===== config.mk =====
export PLATFORM = sky130hd
export DESIGN_NAME = as1802_bus_seq
export DESIGN_NICKNAME = d
export VERILOG_FILES = /design/src/rtl/as1802_bus_seq.sv
export SDC_FILE = /design/constraint.sdc
export NUM_CORES = 1
export LEC_CHECK = 0
export CAP_MARGIN = 25
export CORE_MARGIN = 1.5
export CORE_UTILIZATION = 50
export CTS_BUF_LIST = sky130_fd_sc_hd__clkbuf_4
export DETAILED_ROUTE_END_ITERATION = 6
export PLACE_DENSITY = 0.82
export SKIP_LAST_GASP = 1
export SLEW_MARGIN = 0
export SYNTH_ARGS = -nofsm -noshare
export SYNTH_HDL_FRONTEND = slang
export SYNTH_SLANG_ARGS = --single-unit

===== constraint.sdc =====
create_clock -name clk -period 6.1 [get_ports clk]
set_input_delay 0.915 -clock clk [delete_from_list [all_inputs] [get_ports clk]]
set_output_delay 0.915 -clock clk [all_outputs]
set_load 0.05 [all_outputs]

===== src/rtl/as1802_bus_seq.sv =====
// as1802_bus_seq: round-robin memory-cycle sequencer driving an 1802-style multiplexed bus with high-byte caching
module as1802_bus_seq #(
    parameter int NUM_CH      = 2,
    parameter int AB_W        = 8,
    parameter int DATA_W      = 8,
    parameter int WAIT_STATES = 0,
    parameter int HI_CACHE    = 1
) (
    input  logic                     clk,
    input  logic                     rst_n,
    input  logic [NUM_CH-1:0]        req_i,
    input  logic [NUM_CH-1:0]        we_i,
    input  logic [NUM_CH*2*AB_W-1:0] addr_i,
    input  logic [NUM_CH*DATA_W-1:0] wdata_i,
    output logic [NUM_CH-1:0]        ack_o,
    output logic [DATA_W-1:0]        rdata_o,
    output logic [2:0]               grant_ch_o,
    output logic                     busy_o,
    input  logic                     hi_inval_i,
    input  logic                     ready_i,
    output logic [AB_W-1:0]          address_o,
    input  logic [DATA_W-1:0]        data_in_i,
    output logic [DATA_W-1:0]        data_out_o,
    output logic                     data_oe_o,
    output logic                     tpa_o,
    output logic                     mrd_o,
    output logic                     mwr_o
);
    localparam int AW = 2 * AB_W;
    localparam logic [3:0] NC = 4'(NUM_CH);

    typedef enum logic [2:0] {S_IDLE, S_HI, S_HI2, S_LO, S_WAIT, S_XFER, S_DONE} state_t;

    state_t              state_q;
    logic [2:0]          ptr_q;
    logic                we_q;
    logic [AB_W-1:0]     lo_q;
    logic [AB_W-1:0]     cache_q;
    logic                valid_q;
    logic [DATA_W-1:0]   wdata_q;
    logic [3:0]          cnt_q;
    logic [3:0]          cnt_d;
    logic [3:0]          cand;
    logic [2:0]          sel;
    logic                found;
    logic                hit;
    logic [7:0]          req_pad;
    logic [7:0]          we_pad;
    logic [AW-1:0]       sel_addr;
    logic [DATA_W-1:0]   sel_wdata;

    assign req_pad   = 8'(req_i);
    assign we_pad    = 8'(we_i);
    assign sel_addr  = addr_i[int'(sel)*AW +: AW];
    assign sel_wdata = wdata_i[int'(sel)*DATA_W +: DATA_W];
    assign hit       = (HI_CACHE != 0) && valid_q && !hi_inval_i && (sel_addr[AW-1:AB_W] == cache_q);
    assign cnt_d     = cnt_q - 4'(cnt_q != 4'd0);

    // Round-robin search: first requester upward from the channel after the last grant
    always_comb begin
        found = 1'b0;
        sel   = 3'd0;
        cand  = 4'd0;
        for (int k = 1; k <= NUM_CH; k++) begin
            cand = {1'b0, ptr_q} + 4'(k);
            cand = (cand >= NC) ? cand - NC : cand;
            if (!found && req_pad[cand[2:0]]) begin
                found = 1'b1;
                sel   = cand[2:0];
            end
        end
    end

    // Bus-cycle FSM with registered strobes; the cache valid bit is cleared by hi_inval ahead of any fill
    always_ff @(posedge clk or negedge rst_n) begin
        if (!rst_n) begin
            state_q    <= S_IDLE;
            ptr_q      <= 3'(NUM_CH - 1);
            we_q       <= 1'b0;
            lo_q       <= '0;
            cache_q    <= '0;
            valid_q    <= 1'b0;
            wdata_q    <= '0;
            cnt_q      <= 4'd0;
            ack_o      <= '0;
            rdata_o    <= '0;
            grant_ch_o <= 3'd0;
            busy_o     <= 1'b0;
            address_o  <= '0;
            data_out_o <= '0;
            data_oe_o  <= 1'b0;
            tpa_o      <= 1'b0;
            mrd_o      <= 1'b1;
            mwr_o      <= 1'b1;
        end else begin
            valid_q <= valid_q && !hi_inval_i;
            case (state_q)
                S_IDLE: if (found) begin
                    grant_ch_o <= sel;
                    ptr_q      <= sel;
                    we_q       <= we_pad[sel];
                    lo_q       <= sel_addr[AB_W-1:0];
                    wdata_q    <= sel_wdata;
                    busy_o     <= 1'b1;
                    mrd_o      <= we_pad[sel];
                    if (hit) begin
                        address_o <= sel_addr[AB_W-1:0];
                        state_q   <= S_LO;
                    end else begin
                        address_o <= sel_addr[AW-1:AB_W];
                        tpa_o     <= 1'b1;
                        cache_q   <= sel_addr[AW-1:AB_W];
                        valid_q   <= !hi_inval_i;
                        state_q   <= S_HI;
                    end
                end
                S_HI: begin
                    tpa_o   <= 1'b0;
                    state_q <= S_HI2;
                end
                S_HI2: begin
                    address_o <= lo_q;
                    state_q   <= S_LO;
                end
                S_LO: begin
                    cnt_q <= 4'(WAIT_STATES);
                    if (we_q) begin
                        data_out_o <= wdata_q;
                        data_oe_o  <= 1'b1;
                    end
                    if (WAIT_STATES == 0 && ready_i) begin
                        mwr_o   <= !we_q;
                        state_q <= S_XFER;
                    end else begin
                        state_q <= S_WAIT;
                    end
                end
                S_WAIT: begin
                    cnt_q <= cnt_d;
                    if (cnt_d == 4'd0 && ready_i) begin
                        mwr_o   <= !we_q;
                        state_q <= S_XFER;
                    end
                end
                S_XFER: begin
                    mwr_o     <= 1'b1;
                    mrd_o     <= 1'b1;
                    data_oe_o <= 1'b0;
                    busy_o    <= 1'b0;
                    ack_o     <= NUM_CH'(1) << grant_ch_o;
                    if (!we_q) rdata_o <= data_in_i;
                    state_q   <= S_DONE;
                end
                S_DONE: begin
                    ack_o   <= '0;
                    state_q <= S_IDLE;
                end
                default: state_q <= S_IDLE;
            endcase
        end
    end
endmodule


==> flow_summary.ini, run 1 <==
[critical_path]
crit_buf_inv = 2
regToRegEndpoint = cache_q[1]$_DFFE_PN0P_
worstPathArrival_ps = 4940
crit_fanout = 24
cp_top_family = compound AO/OA/AOI/OAI gates
startpoint_type = register
crit_path_max_incr_delay_ps = 850
cp_slowest_cell = dfstp_2
worst_ep_required_time_ps = 6380
cp_cell_sequence = clkinv_1 -> ha_1 -> inv_1 -> a211oi_2 -> nor3_2 -> o21a_1 -> a31oi_1 -> nor3_4 -> a21oi_2 -> mux2_1
r2r_slack_ps = 1440
endpoint_kind = register
crit_type = register to register
rr_worst_depth = 10
timing.rr.start = ptr_q[0]$_DFFE_PN1P_

[place]
dpl.hpwl_um = 7200
dp_slack_ps = 1520
gp_congestion = 0.905
port_buffers = 97
placedInstanceArea_sq_um = 4860
dp.cells = 577

[finish]
final_common_cell = clkdlybuf4s50_1
final_cell_mix = 96 x clkdlybuf4s50_1, 65 x dfrtp_1, 63 x nand2_1
drive_gt1_frac = 0.109
fin_util = 0.681
n_antenna_cell = 0
instances_no_fill = 593
final_area_sq_um = 4990
finalNetCount = 561
areaGrowthSynthToFinish_pct = 30.6

[global_routing]
antenna_found_initial = 0
overflow = 0
grt_max_degree = 69
grt_pass1_wl_um = 16200
grt_usage = 0.246
grt_pass1_vias = 3373

[detailed_routing]
vias_per_cell = 5.83
drt_pass1_iterations = 5
vias = 3455
route.detailed.drc = 0
postRouteAntennaNets = 0
routed_wl_um = 9670
wl_per_cell_um = 16.3
dr.first_iter.drc_count = 166

[power_and_ir_drop]
ir_worst_vdd_mv = 0.302
total_power_mw = 2.85
leakage_nw = 2.19
power_density_nw_per_um2 = 570

[synth]
ys.flop_type = dfrtp_1
ys_seq_elements = 68
ys_seq_area_frac = 0.446
yosys_warnings = 0
yosys.cell_types.count = 63
synth_nets = 466
syn_inst = 394
synth_edf_count = 0
syn_avg_cell_area_sq_um = 9.70
ys_async_sr_fraction = 1.00
synth_area_sq_um = 3820

[cts]
htreeDepth = 3
cts_root_buf = clkbuf_4
cts_max_path_buffers = 2
cts_tree = done
postCtsSetupBuffers = 0
postCtsHoldBufs = 0
cts_buffers = 9
cts-resized-gates = 0
insertion_delay_ps = 400
clk_pin_slew_worst_paths_ps = 110
cts_sinks = 68

[timing]
worst_slack_ps = 1440
slew_headroom = 0.373
skew_ps = 14.4
setup_viol_count_final = 0
hold_ws_ps = 487
fin_crit_ps = 4660
rsz0062_at_grt = no
finalCritPeriodShare = 0.763
fmax_mhz = 215
drv_slew = 0
final_hold_viol_count = 0
tightest_slew_ps = 938
setup_tns_ps = 0

[die]
core_area_sq_um = 7330
start_util = 0.522
die_h_um = 90.5
ioPinCount = 98
num_rows = 31
die_area_sq_um = 8180
die_width_um = 90.5

[hold_path]
whs_path_depth = 2
hp-start = wdata_q[7]$_DFFE_PN0P_
hold_end = wdata_q[7]$_DFFE_PN0P_
hp-class = register to register

[flow_run]
max-cap-violations = 0

[run_status]
status = complete, no violations
flip-flops by register name, indices dropped and copies added, names as in the netlist, 2 cells and up:
name        flops
address_o       8
cache_q         8
data_out_o      8
lo_q            8
rdata_o         8
wdata_q         8
cnt_q           4
grant_ch_o      3
state_q         3
ack_o           2
layout make-up:
class                      count  area [sq um]
tap                           99           124
multi-input combinational    289          1960
fill                         564          2340
timing repair buffer         100           988
inverter                      21          78.8
clock buffer                  10          75.1
sequential                    68          1710
clock inverter                 6          63.8
cell families (layout without fill, tap and decap cells):
kind of cell	Yosys count	count (layout)	share of synthesized area
flops	68	68	0.446
xor+xnor	10	10	0.0229
buf+inv	37	137	0.0416
compound gates	116	116	0.218
fa+ha+maj	8	8	0.0262
simple gates	125	125	0.157
mux	30	30	0.0883
layer usage:
layer | share of wire | GRT usage | up-vias | routed length, um
met5 | 0 | 0 | - | 0
met4 | 0.0097 | 0.0622 | 0 | 94
met3 | 0.058 | 0.0539 | 10 | 563
met2 | 0.50 | 0.408 | 134 | 4830
met1 | 0.43 | 0.326 | 1678 | 4190
li1 | - | - | 1633 | -
tightest hold or removal path, cell delays in order (launching register included):
cell and delay, ps:
dfrtp_1 350, nand2_1 50, o21ai_0 60
worst max-delay path by stage:
stage,from,to,cells after the start
after floorplan,grant_ch_o[1]$_DFFE_PN0P_,address_o[2]$_DFFE_PN0P_,11
after global placement,ptr_q[0]$_DFFE_PN1P_,cache_q[1]$_DFFE_PN0P_,10
after detailed placement,ptr_q[0]$_DFFE_PN1P_,cache_q[1]$_DFFE_PN0P_,10
after CTS,ptr_q[0]$_DFFE_PN1P_,cache_q[1]$_DFFE_PN0P_,10
after global routing,ptr_q[0]$_DFFE_PN1P_,cache_q[1]$_DFFE_PN0P_,10
final,ptr_q[0]$_DFFE_PN1P_,cache_q[1]$_DFFE_PN0P_,10
power breakdown:
part / switching (mW) / internal, mW / leakage (nW)
sequential: 0.184 / 0.671 / 0.833
combinational: 1.05 / 0.653 / 1.29
clock: 0.160 / 0.130 / 0.0728
cell usage after synthesis (5+ instances only):
cell	n	share of area
a211oi_1	5	0.0098
ha_1	8	0.026
a221oi_1	5	0.011
mux2_1	6	0.018
mux2_2	20	0.059
nand2b_1	10	0.016
nor2_1	19	0.019
nand3_1	6	0.0079
o22ai_1	8	0.013
nand4_1	5	0.0082
inv_1	20	0.020
o21ai_0	13	0.017
a31oi_1	9	0.015
clkbuf_1	11	0.011
a21oi_1	25	0.033
dfrtp_1	65	0.43
xor2_1	5	0.011
a21o_1	8	0.016
xnor2_1	5	0.011
nand2_1	63	0.062
a221o_1	6	0.016
Note: power is estimated with default switching activity, not from simulation.
==> run 2: changes to the inputs <==
==> constraint.sdc (replaced) <==
create_clock -name clk -period 4.6 [get_ports clk]
set_input_delay 0.69 -clock clk [delete_from_list [all_inputs] [get_ports clk]]
set_output_delay 0.69 -clock clk [all_outputs]
set_load 0.05 [all_outputs]
==> run 2 against run 1 <==
Effect of this change:
- count of clock-buffer cells in the layout unchanged
- clock power rose by 36%
- routed wire length increased by 0.27%
- first-iteration DRC count is 67% higher
- global-route usage about the same
- via count is 0.17% higher
- fmax rose by 24%
- sequential power increased by 30%
- core utilization rose by 0.72 points
==> flow_summary.ini, run 2 (synthesized netlist as in run 1, its figures left out) <==
[cts]
postCtsSetupBuffers = 0
cts_root_buf = clkbuf_4
htreeDepth = 3
cts_buffers = 9
cts_max_path_buffers = 2
cts_tree = done
clk_pin_slew_worst_paths_ps = 120
cts_sinks = 68
postCtsHoldBufs = 0
insertion_delay_ps = 420
cts-resized-gates = 0

[timing]
fin_crit_ps = 3770
skew_ps = 21.0
rsz0062_at_grt = no
setup_viol_count_final = 0
tightest_slew_ps = 840
finalCritPeriodShare = 0.819
fmax_mhz = 266
drv_slew = 0
setup_tns_ps = 0
slew_headroom = 0.436
final_hold_viol_count = 0

[critical_path]
timing.rr.start = ptr_q[0]$_DFFE_PN1P_
worstSetupStartpoint = ptr_q[0]$_DFFE_PN1P_
endpoint_kind = register
rr_worst_depth = 10
worstPathArrival_ps = 4130
crit_end = address_o[1]$_DFFE_PN0P_
crit_fanout = 23
r2r_slack_ps = 830
worst_ep_required_time_ps = 4960
regToRegEndpoint = address_o[1]$_DFFE_PN0P_
startpoint_type = register
crit_type = register to register

[finish]
final_common_cell = clkdlybuf4s50_1
register_area_sq_um = 1710
fillers = 573
areaGrowthSynthToFinish_pct = 32.0
drive_gt1_frac = 0.122
multi_input_area_sq_um = 1960
final_cell_mix = 96 x clkdlybuf4s50_1, 65 x dfrtp_1, 63 x nand2_1
finalNetCount = 568
n_antenna_cell = 0
instances_no_fill = 600

[place]
gp_congestion = 0.902
dp.cells = 584
dpl.hpwl_um = 7280
port_buffers = 97

[detailed_routing]
drt_pass1_iterations = 7
vias_per_cell = 5.77
vias = 3461
route.detailed.drc = 0
wl_per_cell_um = 16.2
routed_wl_um = 9700
dr.first_iter.drc_count = 278
postRouteAntennaNets = 0

[power_and_ir_drop]
total_power_mw = 3.83
leakage_nw = 2.23
power_density_nw_per_um2 = 759
ir_worst_vdd_mv = 0.453

[flow_run]
max-cap-violations = 0

[global_routing]
antenna_found_initial = 0
grt_max_degree = 61
grt_pass1_vias = 3280
grt_pass1_wl_um = 16200
overflow = 0
grt_usage = 0.246

[die]
die_width_um = 90.5
start_util = 0.522
die_h_um = 90.5
ioPinCount = 98
core_area_sq_um = 7330
die_area_sq_um = 8180
num_rows = 31

[hold_path]
hp-class = input pin to asynchronous set/reset pin

[run_status]
status = complete, no violations
-- run 2: cell types whose count changed in the layout (fill, tap and decap cells not counted), sizes merged --
cell  delta
buf      +7
-- run 2: worst min path at each step --
| stage | cells past startpoint | from | slack [ps] | endpoint |
|---|---|---|---|---|
| detailed placement | 2 | wdata_q[7]$_DFFE_PN0P_ | 470 | wdata_q[7]$_DFFE_PN0P_ |
| CTS | 1 | rst_n | 100 | rdata_o[4]$_DFFE_PN0P_ |
| global route | 1 | rst_n | 100 | rdata_o[4]$_DFFE_PN0P_ |
| global placement | 2 | wdata_q[4]$_DFFE_PN0P_ | 460 | wdata_q[4]$_DFFE_PN0P_ |
| finish | 1 | rst_n | 100 | rdata_o[4]$_DFFE_PN0P_ |
| floorplan | 0 | rst_n | 390 | ack_o[0]$_DFFE_PN0P_ |
-- run 2: worst max-delay path, stage by stage (launching register included) --
cell and delay (ps):
dfstp_2 550, buf_4 270, ha_1 210, xor2_1 350, a211o_2 360, nand4_1 130
a31oi_1 390, xor2_1 170, a2111oi_4 490, nor4b_4 530, a221o_1 240
-- run 2: metal layers --
metal | track usage | up-vias | wire length, um
met3 | 0.0539 | 9 | 570
met4 | 0.0489 | 0 | 74
li1 | - | 1650 | -
met5 | 0 | - | 0
met2 | 0.415 | 132 | 4860
met1 | 0.326 | 1670 | 4200
-- run 2: through the flow --
stage	area (sq um)	utilization	setup slack (ps)	hold WS (ps)
after floorplan	3820	-	1040	394
after global placement	4910	0.670	865	458
after detailed placement	4910	0.670	720	466
after CTS	5050	0.689	867	99.4
after global routing	5050	0.689	535	101
final	5050	0.689	834	101
-- run 2: layout make-up --
class,instances,share of cell area
Multi-Input combinational cell,289,0.388
Sequential cell,68,0.338
Timing Repair Buffer,107,0.206
Tap cell,99,0.0245
Inverter,21,0.0156
Clock buffer,10,0.0149
Clock inverter,6,0.0126
-- run 2: where the power goes --
group	internal (mW)	switching, mW
Clock	0.172	0.222
Combinational	0.910	1.42
Sequential	0.889	0.216
Total	1.97	1.86
